[src/rtl/cross_pkg.sv]
// Shared constants, FSM/move encodings and the goal-column lookup for the
// player controller.
package cross_pkg;

    localparam logic [8:0] SPAWN_V    = 9'd460;
    localparam logic [9:0] SPAWN_H    = 10'd320;
    localparam logic [9:0] STEP       = 10'd40;
    localparam logic [8:0] TOP_LANE_V = 9'd60;
    localparam logic [8:0] GOAL_V     = 9'd20;
    localparam logic [9:0] H_MIN      = 10'd40;
    localparam logic [9:0] H_MAX      = 10'd600;
    localparam logic [9:0] GOAL_H0    = 10'd40;
    localparam logic [9:0] GOAL_H1    = 10'd320;
    localparam logic [9:0] GOAL_H2    = 10'd600;

    typedef enum logic [1:0] {IDLE, PLAY, GOAL, DONE} state_t;
    typedef enum logic [1:0] {NONE, UP, LEFT, RIGHT} move_t;

    // One-hot goal bit owned by column h; zero for non-goal columns.
    function automatic logic [2:0] goal_mask(input logic [9:0] h);
        logic [2:0] m;
        m = 3'b000;
        if (h == GOAL_H0) m = 3'b001;
        if (h == GOAL_H1) m = 3'b010;
        if (h == GOAL_H2) m = 3'b100;
        return m;
    endfunction

endpackage

[src/rtl/key_edge.sv]
// Rising-edge detector for one level key bit; the history flop makes a held
// key produce a single pulse.
module key_edge
(
    input  logic clk,
    input  logic rst,
    input  logic key,
    output logic rise
);

    logic key_q;

    always_ff @(posedge clk or negedge rst) begin
        if (!rst) key_q <= 1'b0;
        else      key_q <= key;
    end

    assign rise = key & ~key_q;

endmodule

[src/rtl/player_ctrl.sv]
// Player position controller: key edges queue a single move that is applied
// on the next step tick, with goal tracking across three goal columns.
module player_ctrl
    import cross_pkg::*;
(
    input  logic       clk,
    input  logic       rst,
    input  logic       step_tick,
    input  logic       key_up,
    input  logic       key_left,
    input  logic       key_right,
    input  logic       collide,
    output logic [8:0] player_v,
    output logic [9:0] player_h,
    output logic [2:0] goal,
    output logic       started,
    output logic       finish
);

    localparam logic [8:0] STEP_V = STEP[8:0];

    logic   up_rise, left_rise, right_rise;
    state_t state_q, state_d;
    move_t  pending_q, pending_d, edge_move;
    logic [8:0] v_d;
    logic [9:0] h_d;
    logic [2:0] goal_d;
    logic       started_d, finish_d, goal_open;

    key_edge u_edge_up    (.clk(clk), .rst(rst), .key(key_up),    .rise(up_rise));
    key_edge u_edge_left  (.clk(clk), .rst(rst), .key(key_left),  .rise(left_rise));
    key_edge u_edge_right (.clk(clk), .rst(rst), .key(key_right), .rise(right_rise));

    always_comb begin
        edge_move = NONE;
        if (right_rise) edge_move = RIGHT;
        if (left_rise)  edge_move = LEFT;
        if (up_rise)    edge_move = UP;
    end

    assign goal_open = (goal_mask(player_h) & ~goal) != 3'b000;

    always_ff @(posedge clk or negedge rst) begin
        if (!rst) begin
            state_q   <= IDLE;
            pending_q <= NONE;
            player_v  <= SPAWN_V;
            player_h  <= SPAWN_H;
            goal      <= 3'b000;
            started   <= 1'b0;
            finish    <= 1'b0;
        end else begin
            state_q   <= state_d;
            pending_q <= pending_d;
            player_v  <= v_d;
            player_h  <= h_d;
            goal      <= goal_d;
            started   <= started_d;
            finish    <= finish_d;
        end
    end

    always_comb begin
        state_d = state_q;
        case (state_q)
            IDLE: if (up_rise) state_d = PLAY;
            PLAY: if (step_tick && !collide && pending_q == UP &&
                      player_v == TOP_LANE_V && goal_open) state_d = GOAL;
            GOAL: if (step_tick)
                      state_d = ((goal | goal_mask(player_h)) == 3'b111) ? DONE : PLAY;
            DONE: state_d = DONE;
            default: state_d = IDLE;
        endcase
    end

    // An edge only fills an empty slot; on a tick the slot is consumed first,
    // so an edge landing on the tick cycle waits for the following tick.
    always_comb begin
        v_d       = player_v;
        h_d       = player_h;
        goal_d    = goal;
        started_d = started;
        pending_d = pending_q;
        case (state_q)
            IDLE: begin
                pending_d = NONE;
                if (up_rise) started_d = 1'b1;
            end
            PLAY: begin
                if (!step_tick) begin
                    if (pending_q == NONE) pending_d = edge_move;
                end else if (collide) begin
                    v_d       = SPAWN_V;
                    h_d       = SPAWN_H;
                    pending_d = NONE;
                end else begin
                    pending_d = (pending_q == NONE) ? edge_move : NONE;
                    case (pending_q)
                        UP: begin
                            if (player_v > TOP_LANE_V) v_d = player_v - STEP_V;
                            else if (goal_open)        v_d = GOAL_V;
                        end
                        LEFT:    if (player_h > H_MIN) h_d = player_h - STEP;
                        RIGHT:   if (player_h < H_MAX) h_d = player_h + STEP;
                        default: ;
                    endcase
                end
            end
            GOAL: begin
                pending_d = NONE;
                if (step_tick) begin
                    goal_d = goal | goal_mask(player_h);
                    v_d    = SPAWN_V;
                    h_d    = SPAWN_H;
                end
            end
            default: begin
                pending_d = NONE;
                v_d       = SPAWN_V;
                h_d       = SPAWN_H;
            end
        endcase
        finish_d = (state_d == DONE);
    end

endmodule

[config.mk]
export PLATFORM = sky130hd
export DESIGN_NAME = player_ctrl
export DESIGN_NICKNAME = d
export VERILOG_FILES = /design/src/rtl/cross_pkg.sv /design/src/rtl/key_edge.sv /design/src/rtl/player_ctrl.sv
export SDC_FILE = /design/constraint.sdc
export NUM_CORES = 1
export LEC_CHECK = 0
export ABC_AREA = 1
export CORE_MARGIN = 1.5
export CORE_UTILIZATION = 40
export DETAILED_ROUTE_END_ITERATION = 8
export PLACE_DENSITY_LB_ADDON = 0.1
export SLEW_MARGIN = 20
export SYNTH_ARGS = -nofsm -noshare
export SYNTH_HDL_FRONTEND = slang
export SYNTH_HIERARCHICAL = 1
export SYNTH_SLANG_ARGS = --single-unit
[constraint.sdc]
create_clock -name clk -period 1.7 [get_ports clk]
set_input_delay 0.34 -clock clk [delete_from_list [all_inputs] [get_ports clk]]
set_output_delay 0.34 -clock clk [all_outputs]
set_load 0.02 [all_outputs]
==> results of run 1 <==
==> registers in the layout, indices dropped and copies added, names as in the netlist, 2 cells and up <==
signal and count:
player_h 7, goal 3, player_v 7, state_q 2, pending_q 2
==> synth_stat cells (4+ instances only) <==
master / instances / area share
nand2_2: 4 / 0.013
nor2_2: 4 / 0.013
o21ai_1: 6 / 0.016
dfstp_2: 7 / 0.096
nor2_1: 21 / 0.041
dfrtp_1: 19 / 0.25
nand2_1: 62 / 0.12
xor2_1: 8 / 0.037
o21ai_0: 9 / 0.024
inv_1: 27 / 0.053
nand4_1: 14 / 0.046
ha_1: 5 / 0.033
nand3_1: 16 / 0.042
buf_4: 7 / 0.028
inv_2: 9 / 0.018
a21oi_1: 4 / 0.010
o21ai_2: 4 / 0.018
==> timing repair <==
action / CTS / global route
hold buffers: 0 / 0
buffers inserted: 0 / 4
gates resized for setup: 17 / 12
pin swaps: 0 / 4
cloned: 0 / 0
hold endpoints to repair: 0 / 0
setup endpoints to repair: 14 / 7
==> cell families after synthesis <==
group,after synthesis,share of synthesized area
fa+ha+maj,5,0.03279
other cells,1,0.001965
simple gates,138,0.3666
compound gates,29,0.09705
xor+xnor,9,0.04131
buf+inv,47,0.1147
flops,26,0.3456
==> layer usage <==
layer	track usage	vias to the layer above	share of wire
met5	0	-	0
met4	0.04403	0	0.0085
met3	0.02083	4	0.037
met2	0.2767	38	0.44
met1	0.2612	749	0.51
li1	-	900	-
==> layout make-up <==
class / instances / area [µm²] / area share
Multi-Input combinational cell: 186 / 1076 / 0.4510
Sequential cell: 26 / 663.1 / 0.2779
Timing Repair Buffer: 41 / 380.4 / 0.1594
Inverter: 38 / 146.4 / 0.06135
Tap cell: 52 / 65.06 / 0.02727
Clock buffer: 4 / 55.05 / 0.02307
==> power breakdown <==
| part | switching [µW] | total, µW | internal (µW) |
|---|---|---|---|
| registers | 275 | 1110 | 833 |
| clock network | 216 | 423 | 208 |
| logic | 1080 | 1850 | 765 |
==> metrics by stage <==
step	hold WS [ns]	TNS, ns
after global placement	0.4541	0
after global routing	0.4772	-0.02801
after detailed placement	0.4484	-0.02553
after floorplan	0.04441	0
after CTS	0.4348	0
final	0.4213	0
==> final timing paths <==
path	start	end	slack, ns	depth (start not counted)
setup / recovery	player_h[6]	player_h[4]	0.09	10
hold / removal	rst	player_h[4]	0.42	2
setup reg to reg	player_h[6]	player_h[4]	0.09	10
hold reg to reg	player_v[2]	player_v[2]	0.48	2
max in group asynchronous	rst	player_v[2]	0.98	2
min in group clk	player_v[2]	player_v[2]	0.48	2
==> flow_summary.json, run 1 <==
{
  "outcome": "finished clean",
  "wirelength_um": 4231,
  "seq_area_frac_synth": 0.3456,
  "async_reset_ff_frac": 1.000,
  "path_max_fanout": 6,
  "cts_max_path_buffers": 2,
  "drive_gt1_frac": 0.2373,
  "hold_class": "in2async",
  "cts_sinks": 26,
  "cts-htree-levels": 1,
  "routedWlPerCell_um": 12.19,
  "io_buffer_count": 25,
  "fillers": 445,
  "rows": 24,
  "synth_edf_count": 0,
  "start_kind": "flip-flop",
  "die-width_um": 72.07,
  "dp_slack_ns": -0.008717,
  "syn_inst": 255,
  "worstSkewPairLatency_ns": 0.28,
  "grt_use_total": 0.1769,
  "area_growth_pct": 25.05,
  "die_h_um": 72.07,
  "dieArea_um2": 5193,
  "cts_tree": "built",
  "synth_area_per_cell_um2": 7.483,
  "hold_viol_final": 0,
  "routabilityCongestion": 0.8854,
  "total_power_uw": 3380,
  "hpwl_um": 3216,
  "p_leak_uw": 0.001173,
  "layout_commonest_cell": "nand2_1",
  "ys_warn_count": 6,
  "final_area_um2": 2386,
  "grt_pass1_vias": 1572,
  "viasPerCell": 4.873,
  "final_cells": 347,
  "synth_area_um2": 1908,
  "place_area_um2": 2266,
  "drc_errors": 0,
  "dp.cells": 339,
  "fin_util": 0.5333,
  "core_area_um2": 4474,
  "io-pin-count": 31,
  "layout_common_cells": "nand2_1 (60), inv_1 (26), nor2_1 (19)",
  "cpLargestDelayFamily": "flip-flops",
  "cts_made_buffers": 3,
  "gr-total-overflow": 0,
  "setup_slack_ns": 0.09402,
  "powerDensity_nw_per_um2": 1416,
  "cp_data_required_time_ns": 1.88,
  "cp_num_buf_inv": 3,
  "cp_slowest_stage_delay_ns": 0.62,
  "vias": 1691,
  "period_minus_slack_ns": 1.606,
  "synthFlopType": "dfrtp_1",
  "maxCapViolations": 0,
  "first_iter_violations": 73,
  "grt_pass1_wl_um": 7231,
  "critical_path_arrival_ns": 1.79,
  "rsz0062_at_grt": "true",
  "vdd_drop_max_mv": 0.6294,
  "synth_seq_cells": 26,
  "setup.worst_path.end_class": "flip-flop",
  "fin_worst_skew_ns": 0.003689,
  "antenna_found_initial": 0,
  "ant_nets": 0,
  "start_util": 0.4265,
  "max_freq_ghz": 0.6227,
  "crit_path_cell_trace": "buf_12 -> inv_2 -> nor2_1 -> nand3_1 -> nand3_1 -> nand3_4 -> nand2_4 -> inv_2 -> nand2_1 -> o21ai_2",
  "root_buffer": "clkbuf_8",
  "worst_path_max_delay_cell": "dfstp_2",
  "antennaDiodeCount": 0,
  "firstDrtPassIters": 4,
  "grt_max_degree": 27,
  "synthDistinctLibCells": 35,
  "timing.final.crit_share": 0.9447,
  "setup_violations": 0,
  "critPathKind": "reg2reg",
  "path_clk_slew_ns": 0.10,
  "drv_slew": 0,
  "final_nets": 308
}
(Power assumes the default switching activity.)
==> inputs of run 2 (changes only) <==
ABC_CLOCK_PERIOD_IN_PS = 1700   (was not set)
==> results of run 2 <==
No change in the layout: final DEF, timing and power equal those of run 1.
==> inputs of run 3 (changes only) <==
ABC_CLOCK_PERIOD_IN_PS = not set   (was 1700)
CAP_MARGIN = 20   (was not set)
CORE_MARGIN = not set   (was 1.5)
==> flow_summary.json, run 3 (synthesized netlist as in run 1, its figures left out) <==
{
  "die-width_um": 71.07,
  "ff2ff_path_depth": 8,
  "critical_path_arrival_ns": 1.83,
  "top_regs": "player_h: 7 flops, player_v: 7 flops, goal: 3 flops",
  "hpwl_um": 3347,
  "hold_class": "in2async",
  "vias": 1746,
  "outcome": "complete, but fails checks",
  "io-pin-count": 31,
  "viasPerCell": 5.032,
  "dieArea_um2": 5050,
  "firstDrtPassIters": 6,
  "fin_util": 0.5232,
  "cts_max_path_buffers": 2,
  "grt_pass1_wl_um": 7507,
  "fillers": 441,
  "path_max_fanout": 3,
  "antenna_found_initial": 0,
  "root_buffer": "clkbuf_8",
  "period_minus_slack_ns": 1.628,
  "io_buffer_count": 25,
  "max_freq_ghz": 0.6144,
  "fin_worst_skew_ns": 0.01107,
  "setup_violations": 0,
  "place_area_um2": 2273,
  "cp_num_buf_inv": 2,
  "start_util": 0.4265,
  "dp_slack_ns": -0.02294,
  "core_area_um2": 4474,
  "drc_errors": 1,
  "ant_nets": 0,
  "startpoint": "player_h[4]",
  "rows": 24,
  "final_nets": 308,
  "hold_viol_final": 0,
  "cp_data_required_time_ns": 1.90,
  "timing.rr.end": "player_h[5]",
  "drv_slew": 0,
  "multi_input_area_um2": 1047,
  "regArea_um2": 661.9,
  "gr-total-overflow": 0,
  "setup.worst_path.end_class": "flip-flop",
  "worst_path_max_delay_cell": "dfrtp_1",
  "cpLargestDelayFamily": "simple AND/OR/NAND/NOR gates",
  "critPathKind": "reg2reg",
  "r2r-start": "player_h[4]",
  "layout_common_cells": "nand2_1 (61), inv_1 (27), nor2_1 (21)",
  "routabilityCongestion": 0.8917,
  "final_area_um2": 2341,
  "fin_hold_ws_ns": 0.4177,
  "area_growth_pct": 22.69,
  "cts-htree-levels": 1,
  "antennaDiodeCount": 0,
  "r2r_slack_ns": 0.07,
  "cts_made_buffers": 3,
  "vdd_drop_max_mv": 0.7174,
  "maxCapViolations": 0,
  "wirelength_um": 4408,
  "layout_commonest_cell": "nand2_1",
  "start_kind": "flip-flop",
  "p_leak_uw": 0.001177,
  "drive_gt1_frac": 0.2169,
  "timing.final.crit_share": 0.9575,
  "tns_ns": 0,
  "first_iter_violations": 80,
  "crit_path_cell_trace": "inv_1 -> buf_4 -> ha_1 -> xnor2_1 -> o21ai_0 -> nor3_1 -> nand2_1 -> o21ai_2",
  "cts_tree": "built",
  "grt_use_total": 0.1886,
  "cp_slowest_stage_delay_ns": 0.38,
  "die_h_um": 71.07,
  "cp_num_cells": 8,
  "cts_sinks": 26,
  "violations": "design-rule violations",
  "worstSkewPairLatency_ns": 0.28,
  "path_clk_slew_ns": 0.10,
  "grt_pass1_vias": 1561,
  "powerDensity_nw_per_um2": 1420,
  "routedWlPerCell_um": 12.70,
  "rsz0062_at_grt": "true",
  "grt_max_degree": 27,
  "setup_slack_ns": 0.07232
}
[run 3: cell type report]
cell class | count | share of cell area
clock buffers | 4 | 0.02352
inverters | 38 | 0.06146
multi-input cells | 186 | 0.4474
flip-flops and latches | 26 | 0.2827
well taps | 52 | 0.02779
repair buffers | 41 | 0.1571
[run 3: stage by stage]
step                      instances  total power (µW)
after floorplan                 259              2360
after global placement          340              2953
after detailed placement        340              2964
after CTS                       344              3303
after global routing            347              3589
final                           347              3325
[run 3: what timing repair did]
action	CTS	global route
gates resized for setup	16	3
setup endpoints to repair	14	10
pin swaps	0	1
buffers inserted	0	3
hold buffers	0	0
[run 3: worst max path at each step]
| stage | endpoint | slack (ns) |
|---|---|---|
| after global placement | finish | 0.005 |
| after detailed placement | state_q[0] | -0.02 |
| after floorplan | player_v[5] | 0.07 |
| after global routing | player_v[6] | -0.03 |
| final | player_h[5] | 0.07 |
| after CTS | player_h[4] | 0.0006 |
[run 3: worst reg2reg max path, stage by stage, from the launching register on]
cell     delay [ns]
dfrtp_1        0.38
inv_1          0.11
buf_4          0.13
ha_1           0.20
xnor2_1        0.13
o21ai_0        0.14
nor3_1         0.28
nand2_1        0.11
o21ai_2        0.06
[run 3: per-layer routing]
| layer | share of wire | GRT usage | vias up |
|---|---|---|---|
| li1 | - | - | 898 |
| met1 | 0.50 | 0.2736 | 804 |
| met2 | 0.45 | 0.2885 | 38 |
| met3 | 0.038 | 0.03561 | 6 |
| met4 | 0.015 | 0.04889 | 0 |
| met5 | 0 | 0 | - |
[run 3: where the power goes]
part	leakage (µW)	switching, µW	internal, µW	total [µW]
combinational	0.000851	1070	733	1800
clock	0.0000288	206	207	413
sequential	0.000297	276	830	1110
